### src/rtl/biquad_coeff_sequencer.sv
// Wishbone master that copies the shadow coefficient buffer into the biquad chain, then pulses notch_update.
// Optional read-back verification of every written word: define BQ_SEQ_READBACK_VERIFY_EN.
module biquad_coeff_sequencer #(
    parameter int NENTRY  = 64,
    parameter int TIMEOUT = 255,
    parameter int MAXRTY  = 3
) (
    input  logic        wb_clk_i,
    input  logic        wb_rst_ni,
    input  logic        cfg_we_i,
    input  logic [5:0]  cfg_idx_i,
    input  logic [31:0] cfg_dat_i,
    input  logic        commit_i,
    input  logic [6:0]  len_i,
    output logic        busy_o,
    output logic        done_o,
    output logic        err_o,
    output logic [7:0]  err_cnt_o,
    output logic        notch_update_o,
    output logic        m_cyc_o,
    output logic        m_stb_o,
    output logic        m_we_o,
    output logic [7:0]  m_adr_o,
    output logic [31:0] m_dat_o,
    output logic [3:0]  m_sel_o,
    input  logic        m_ack_i,
    input  logic        m_err_i,
    input  logic        m_rty_i,
    input  logic [31:0] m_dat_i
);

    typedef enum logic [3:0] {
        S_IDLE, S_RD, S_WR, S_RTYW, S_NEXT, S_RB, S_CMP, S_UPD, S_DONE
    } state_t;

    localparam logic [6:0] LEN_MAX  = 7'(NENTRY);
    localparam logic [7:0] TMO_LAST = 8'(TIMEOUT - 1);
    localparam logic [7:0] RTY_MAX  = 8'(MAXRTY);

    state_t      r_state;
    state_t      w_next;
    logic [31:0] r_shadow [NENTRY];
    logic [31:0] r_word;
    logic [5:0]  r_idx;
    logic [6:0]  r_len;
    logic [7:0]  r_tmo;
    logic [7:0]  r_rty;
    logic        r_err;
    logic [7:0]  r_err_cnt;
    logic        w_tmo;
    logic        w_any_term;
    logic        w_rty_spent;
    logic        w_last;
    logic        w_fail;
    logic        w_bus;

    assign w_tmo       = (r_tmo == TMO_LAST);
    assign w_any_term  = m_err_i | m_rty_i | m_ack_i;
    assign w_rty_spent = (r_rty == RTY_MAX);
    assign w_last      = (({1'b0, r_idx} + 7'd1) == r_len);

    // Shadow buffer: no reset, one-cycle read issued in RD; host writes only land while idle.
    always_ff @(posedge wb_clk_i) begin
        if (cfg_we_i && r_state == S_IDLE) begin
            r_shadow[cfg_idx_i] <= cfg_dat_i;
        end
        if (r_state == S_RD) begin
            r_word <= r_shadow[r_idx];
        end
    end

    always_ff @(posedge wb_clk_i or negedge wb_rst_ni) begin
        if (!wb_rst_ni) begin
            r_state <= S_IDLE;
        end else begin
            r_state <= w_next;
        end
    end

    always_comb begin
        w_next = r_state;
        case (r_state)
            S_IDLE: if (commit_i) w_next = S_RD;
            S_RD:   w_next = (r_len == '0) ? S_UPD : S_WR;
            S_WR: begin
                if (m_err_i) begin
                    w_next = S_NEXT;
                end else if (m_rty_i) begin
                    w_next = w_rty_spent ? S_NEXT : S_RTYW;
                end else if (m_ack_i) begin
`ifdef BQ_SEQ_READBACK_VERIFY_EN
                    w_next = S_RB;
`else
                    w_next = S_NEXT;
`endif
                end else if (w_tmo) begin
                    w_next = S_NEXT;
                end
            end
            S_RTYW: w_next = S_WR;
            S_NEXT: w_next = w_last ? S_UPD : S_RD;
`ifdef BQ_SEQ_READBACK_VERIFY_EN
            S_RB: begin
                if (m_ack_i && !m_err_i && !m_rty_i) begin
                    w_next = S_CMP;
                end else if (w_any_term || w_tmo) begin
                    w_next = S_NEXT;
                end
            end
            S_CMP:  w_next = S_NEXT;
`endif
            S_UPD:  w_next = S_DONE;
            S_DONE: w_next = S_IDLE;
            default: w_next = S_IDLE;
        endcase
    end

    always_comb begin
        w_bus          = (r_state == S_WR) || (r_state == S_RB);
        busy_o         = (r_state != S_IDLE);
        done_o         = (r_state == S_DONE);
        notch_update_o = (r_state == S_UPD);
        m_cyc_o        = w_bus;
        m_stb_o        = w_bus;
        m_we_o         = (r_state == S_WR);
        m_adr_o        = w_bus ? {r_idx, 2'b00} : 8'h00;
        m_dat_o        = (r_state == S_WR) ? r_word : 32'h0;
    end

`ifdef BQ_SEQ_READBACK_VERIFY_EN
    logic [31:0] r_rb_dat;

    always_ff @(posedge wb_clk_i or negedge wb_rst_ni) begin
        if (!wb_rst_ni) begin
            r_rb_dat <= '0;
        end else if (r_state == S_RB && m_ack_i) begin
            r_rb_dat <= m_dat_i;
        end
    end
`else
    logic w_unused_rdata;
    assign w_unused_rdata = ^m_dat_i;
`endif

    // A read-back that ends in rty is treated as a failed read rather than retried.
    always_comb begin
        w_fail = 1'b0;
        case (r_state)
            S_WR:  w_fail = m_err_i | (m_rty_i & w_rty_spent) | (w_tmo & ~w_any_term);
`ifdef BQ_SEQ_READBACK_VERIFY_EN
            S_RB:  w_fail = m_err_i | m_rty_i | (w_tmo & ~w_any_term);
            S_CMP: w_fail = (r_rb_dat != r_word);
`endif
            default: w_fail = 1'b0;
        endcase
    end

    // The timeout counter restarts on every state change, so each issue and retry gets a full window.
    always_ff @(posedge wb_clk_i or negedge wb_rst_ni) begin
        if (!wb_rst_ni) begin
            r_idx     <= '0;
            r_len     <= '0;
            r_tmo     <= '0;
            r_rty     <= '0;
            r_err     <= 1'b0;
            r_err_cnt <= '0;
        end else begin
            r_tmo <= (w_next == r_state) ? r_tmo + 8'd1 : 8'd0;
            if (r_state == S_IDLE && commit_i) begin
                r_idx     <= '0;
                r_len     <= (len_i > LEN_MAX) ? LEN_MAX : len_i;
                r_err     <= 1'b0;
                r_err_cnt <= '0;
            end
            if (r_state == S_RD) begin
                r_rty <= '0;
            end else if (r_state == S_WR && m_rty_i && !m_err_i) begin
                r_rty <= r_rty + 8'd1;
            end
            if (r_state == S_NEXT && !w_last) begin
                r_idx <= r_idx + 6'd1;
            end
            if (w_fail) begin
                r_err <= 1'b1;
                if (r_err_cnt != 8'hFF) begin
                    r_err_cnt <= r_err_cnt + 8'd1;
                end
            end
        end
    end

    assign err_o     = r_err;
    assign err_cnt_o = r_err_cnt;
    assign m_sel_o   = 4'hF;

endmodule

### config.mk
export PLATFORM = sky130hd
export DESIGN_NAME = biquad_coeff_sequencer
export DESIGN_NICKNAME = d
export VERILOG_FILES = /design/src/rtl/biquad_coeff_sequencer.sv
export SDC_FILE = /design/constraint.sdc
export NUM_CORES = 2
export LEC_CHECK = 0
export CAP_MARGIN = 0
export CELL_PAD_IN_SITES_DETAIL_PLACEMENT = 1
export CELL_PAD_IN_SITES_GLOBAL_PLACEMENT = 2
export CORE_ASPECT_RATIO = 1.25
export CORE_MARGIN = 2
export CORE_UTILIZATION = 45
export CTS_CLUSTER_SIZE = 12
export DETAILED_ROUTE_END_ITERATION = 10
export MAX_ROUTING_LAYER = met4
export PLACE_DENSITY = 0.75
export SLEW_MARGIN = 20
export SYNTH_ARGS = -nofsm -noshare
export SYNTH_HDL_FRONTEND = slang
export SYNTH_SLANG_ARGS = --single-unit
### constraint.sdc
create_clock -name wb_clk_i -period 7.25 [get_ports wb_clk_i]
set_input_delay 1.45 -clock wb_clk_i [delete_from_list [all_inputs] [get_ports wb_clk_i]]
set_output_delay 1.45 -clock wb_clk_i [all_outputs]
set_load 0.01 [all_outputs]
==> flow_results.xml <==
<?xml version="1.0" encoding="UTF-8"?>
<metrics>
  <group name="worst_setup_path">
    <metric name="critPathKind" unit="">reg2reg</metric>
    <metric name="worst_setup_path_start_kind" unit="">flip-flop</metric>
    <metric name="r2r_slack" unit="ns">2.78</metric>
    <metric name="reg2reg_depth" unit="">6</metric>
    <metric name="crit_path_cell_trace" unit="">nor4_1, nand3_1, inv_1, nand3b_1, nor2_4, buf_4</metric>
    <metric name="cpMaxStageDelayCell" unit="">nor2_4</metric>
    <metric name="timing.critical_path.slowest_cell_delay" unit="ns">1.19</metric>
    <metric name="worst_r2r_endpoint" unit="">r_shadow[29][21]</metric>
    <metric name="worst_ep_arrival_time" unit="ns">4.97</metric>
    <metric name="worstSetupStartpoint" unit="">r_state[1]</metric>
    <metric name="endpoint_kind" unit="">flip-flop</metric>
    <metric name="critical_path_peak_fanout" unit="">18</metric>
    <metric name="worstPathRequired" unit="ns">7.75</metric>
    <metric name="rr_startpoint" unit="">r_state[1]</metric>
  </group>
  <group name="yosys">
    <metric name="syn-instance-count" unit="">3403</metric>
    <metric name="synth_edf_count" unit="">2080</metric>
    <metric name="mappedNetlistArea" unit="mm²">0.0812</metric>
    <metric name="yosys-top-cells-area" unit="">edfxtp_1, mux4_2, dfrtp_1, a22oi_1, nor2_1</metric>
    <metric name="synth_largest_area_cell" unit="">edfxtp_1</metric>
    <metric name="ys.flop_type" unit="">edfxtp_1</metric>
    <metric name="post-synth-top-count-cell" unit="">edfxtp_1</metric>
    <metric name="synthTopCellsByCount" unit="">edfxtp_1, mux4_2, nor2_1</metric>
    <metric name="synthArstFlopShare" unit="">0.0198</metric>
    <metric name="postSynthRegisterBits" unit="">2122</metric>
    <metric name="yosysWarnings" unit="">0</metric>
    <metric name="synth_sequential_area_ratio" unit="">0.782</metric>
    <metric name="synth_top_area_frac" unit="">0.769</metric>
    <metric name="synthDistinctLibCells" unit="">60</metric>
    <metric name="postSynthAreaPerCell" unit="µm²">23.9</metric>
  </group>
  <group name="global_route">
    <metric name="grt_first_pass_wirelength" unit="µm">290000</metric>
    <metric name="antenna_found_initial" unit="">15</metric>
    <metric name="overall_overflow_remaining_after_global_route" unit="">0</metric>
    <metric name="first_global_vias" unit="">39369</metric>
    <metric name="track_usage" unit="">0.229</metric>
    <metric name="grt_start_max_net_pins" unit="">122</metric>
  </group>
  <group name="placement">
    <metric name="gp_routability_congestion" unit="">0.780</metric>
    <metric name="numPlacedInstances" unit="">5804</metric>
    <metric name="number_of_i_o_port_buffers" unit="">104</metric>
    <metric name="detailedPlacementHpwl" unit="µm">114000</metric>
  </group>
  <group name="clocking">
    <metric name="hold_buffers" unit="">0</metric>
    <metric name="clock-root-buffer" unit="">clkbuf_16</metric>
    <metric name="ctsHtreeMaxLevel" unit="">4</metric>
    <metric name="cts.sink_count" unit="">2122</metric>
    <metric name="tritoncts" unit="">built</metric>
    <metric name="cts_repair_resize_count" unit="">0</metric>
    <metric name="cts.path.max_buffers" unit="">3</metric>
    <metric name="cts_buffers" unit="">202</metric>
    <metric name="cts_setup_buffers" unit="">0</metric>
    <metric name="worst_setup_hold_path_clk_slew" unit="ns">0.06</metric>
    <metric name="clock_insertion_delay_worst_skew" unit="ns">0.84</metric>
  </group>
  <group name="die">
    <metric name="floorplan.die_area" unit="mm²">0.184</metric>
    <metric name="core_region_area" unit="mm²">0.180</metric>
    <metric name="design.portCount" unit="">143</metric>
    <metric name="num_rows" unit="">174</metric>
    <metric name="initial_utilization" unit="">0.452</metric>
    <metric name="fp.dieW" unit="µm">384</metric>
    <metric name="fp.dieH" unit="µm">479</metric>
  </group>
  <group name="power">
    <metric name="power" unit="µW">27500</metric>
    <metric name="power.density_cell_area" unit="mW/mm²">301</metric>
    <metric name="power.ir.vdd_worst" unit="V">0.000442</metric>
    <metric name="leakage" unit="µW">0.0275</metric>
  </group>
  <group name="timing">
    <metric name="hold_ws" unit="ns">0.474</metric>
    <metric name="tightestPinTransition" unit="ns">1.20</metric>
    <metric name="min_period" unit="ns">4.47</metric>
    <metric name="period_utilization_post_route" unit="">0.616</metric>
    <metric name="clock_skew" unit="ns">0.0227</metric>
    <metric name="max_clock_freq" unit="MHz">224</metric>
    <metric name="finalSetupViolCount" unit="">0</metric>
    <metric name="hold_viol_final" unit="">0</metric>
    <metric name="timing.slew.headroom" unit="">0.197</metric>
    <metric name="final-max-slew-violation-count" unit="">0</metric>
    <metric name="rsz0062_at_grt" unit="">no</metric>
    <metric name="setup-tns-final" unit="ns">0</metric>
  </group>
  <group name="min_path">
    <metric name="min_path_cells" unit="">2</metric>
    <metric name="launch_instance_of_the_worst_min_delay_path" unit="">err_o</metric>
    <metric name="hold-path-endpoint" unit="">err_o</metric>
    <metric name="holdCritPathClass" unit="">reg2reg</metric>
  </group>
  <group name="finish">
    <metric name="layout-drive-gt1-share" unit="">0.287</metric>
    <metric name="final_non_filler_cells" unit="">6097</metric>
    <metric name="nNetsFinal" unit="">3724</metric>
    <metric name="layout.filler_cells" unit="">15366</metric>
    <metric name="finish.utilization" unit="">0.509</metric>
    <metric name="area_growth_syn_to_layout" unit="%">12.5</metric>
  </group>
  <group name="detailed_routing">
    <metric name="drt_pre_antenna_iters" unit="">5</metric>
    <metric name="drtAntennaViolNets" unit="">0</metric>
    <metric name="route.vias.total" unit="">37122</metric>
    <metric name="routed_wire_length_per_instance" unit="µm">33.1</metric>
    <metric name="routed_wl" unit="µm">202000</metric>
    <metric name="vias_per_instance" unit="">6.09</metric>
    <metric name="count_of_unresolved_drc_violations_after_routing" unit="">0</metric>
    <metric name="drt_iter0_markers" unit="">4228</metric>
  </group>
  <group name="run_status">
    <metric name="outcome" unit="">finished clean</metric>
  </group>
  <group name="run">
    <metric name="maxCapViolCount" unit="">0</metric>
  </group>
</metrics>
[cell usage in the layout, fill, tap and decap left out, types with 12 or more instances in the layout]
| cell type | count |
|---|---|
| o21ai_0 | 13 |
| mux4_2 | 624 |
| clkinv_1 | 14 |
| and2_1 | 40 |
| nand2_1 | 66 |
| nor2_1 | 34 |
| a22oi_1 | 72 |
| clkbuf_16 | 209 |
| xor2_1 | 12 |
| clkbuf_1 | 45 |
| nand3_1 | 17 |
| buf_4 | 121 |
| nor2_4 | 67 |
| edfxtp_1 | 2080 |
| clkdlybuf4s50_1 | 71 |
| dfrtp_1 | 39 |
| a21oi_1 | 22 |
[layer usage]
| layer | up-vias | wire length [µm] | global-route usage |
|---|---|---|---|
| met4 | 0 | 4110 | 0.0516 |
| met2 | 1472 | 106000 | 0.384 |
| met3 | 280 | 13200 | 0.0411 |
| met1 | 20407 | 78300 | 0.291 |
| li1 | 14963 | - | - |
| met5 | - | 0 | - |
[through the flow]
step | worst slack (ns) | cell area [µm²]
5_1_grt | 2.56 | 91400
6_report | 2.78 | 91400
3_5_place_dp | 2.16 | 85700
3_3_place_gp | 2.23 | 85600
2_1_floorplan | 3.17 | 81300
4_1_cts | 2.80 | 91300
[kinds of logic after synthesis]
| logic type | Yosys count | share of synthesized area |
|---|---|---|
| other | 2 | 0.0000924 |
| multiplexers | 634 | 0.174 |
| AO/OA/AOI/OAI | 143 | 0.0125 |
| buffers and inverters | 192 | 0.0112 |
| adder cells (fa/ha/maj) | 5 | 0.000770 |
| AND/OR/NAND/NOR | 286 | 0.0174 |
| XOR/XNOR | 19 | 0.00222 |
| flip-flops | 2122 | 0.782 |
[worst max-delay path: cells and delay by family, from the launching register on]
family                 cells  cell delay [ns]
AND/OR/NAND/NOR            4             2.97
buffers and inverters      2             0.63
flip-flops                 1             0.50
[registers in the layout (all words and copies together), names as in the netlist]
name and flops:
r_shadow 2048, r_word 32, err_cnt_o 8, r_rty 8, r_tmo 8, r_len 7
r_idx 6, r_state 4, err_o 1
[cell type report]
cell class	instances	area, µm²	area share
inverters	7	33.8	0.000369
well taps	2376	2970	0.0325
multi-input cells	1093	17400	0.190
flip-flops and latches	2122	63500	0.695
clock inverters	29	226	0.00248
repair buffers	209	1910	0.0209
clock buffers	254	5400	0.0590
diodes	7	17.5	0.000192
[how the worst max path moves through the flow]
stage          cells after the start          endpoint
5_1_grt                            6   r_shadow[62][9]
6_report                           6  r_shadow[29][21]
4_1_cts                            4       m_dat_o[21]
3_5_place_dp                       6   r_shadow[62][7]
2_1_floorplan                      4   r_shadow[34][0]
3_3_place_gp                       6   r_shadow[62][7]
[where the power goes]
| part | switching (µW) | leakage [µW] | internal [µW] |
|---|---|---|---|
| Clock | 4260 | 0.00274 | 5220 |
| Combinational | 2210 | 0.00552 | 1960 |
| Sequential | 182 | 0.0193 | 13700 |
| Total | 6660 | 0.0275 | 20900 |
Power figures use the tool's default switching activity.
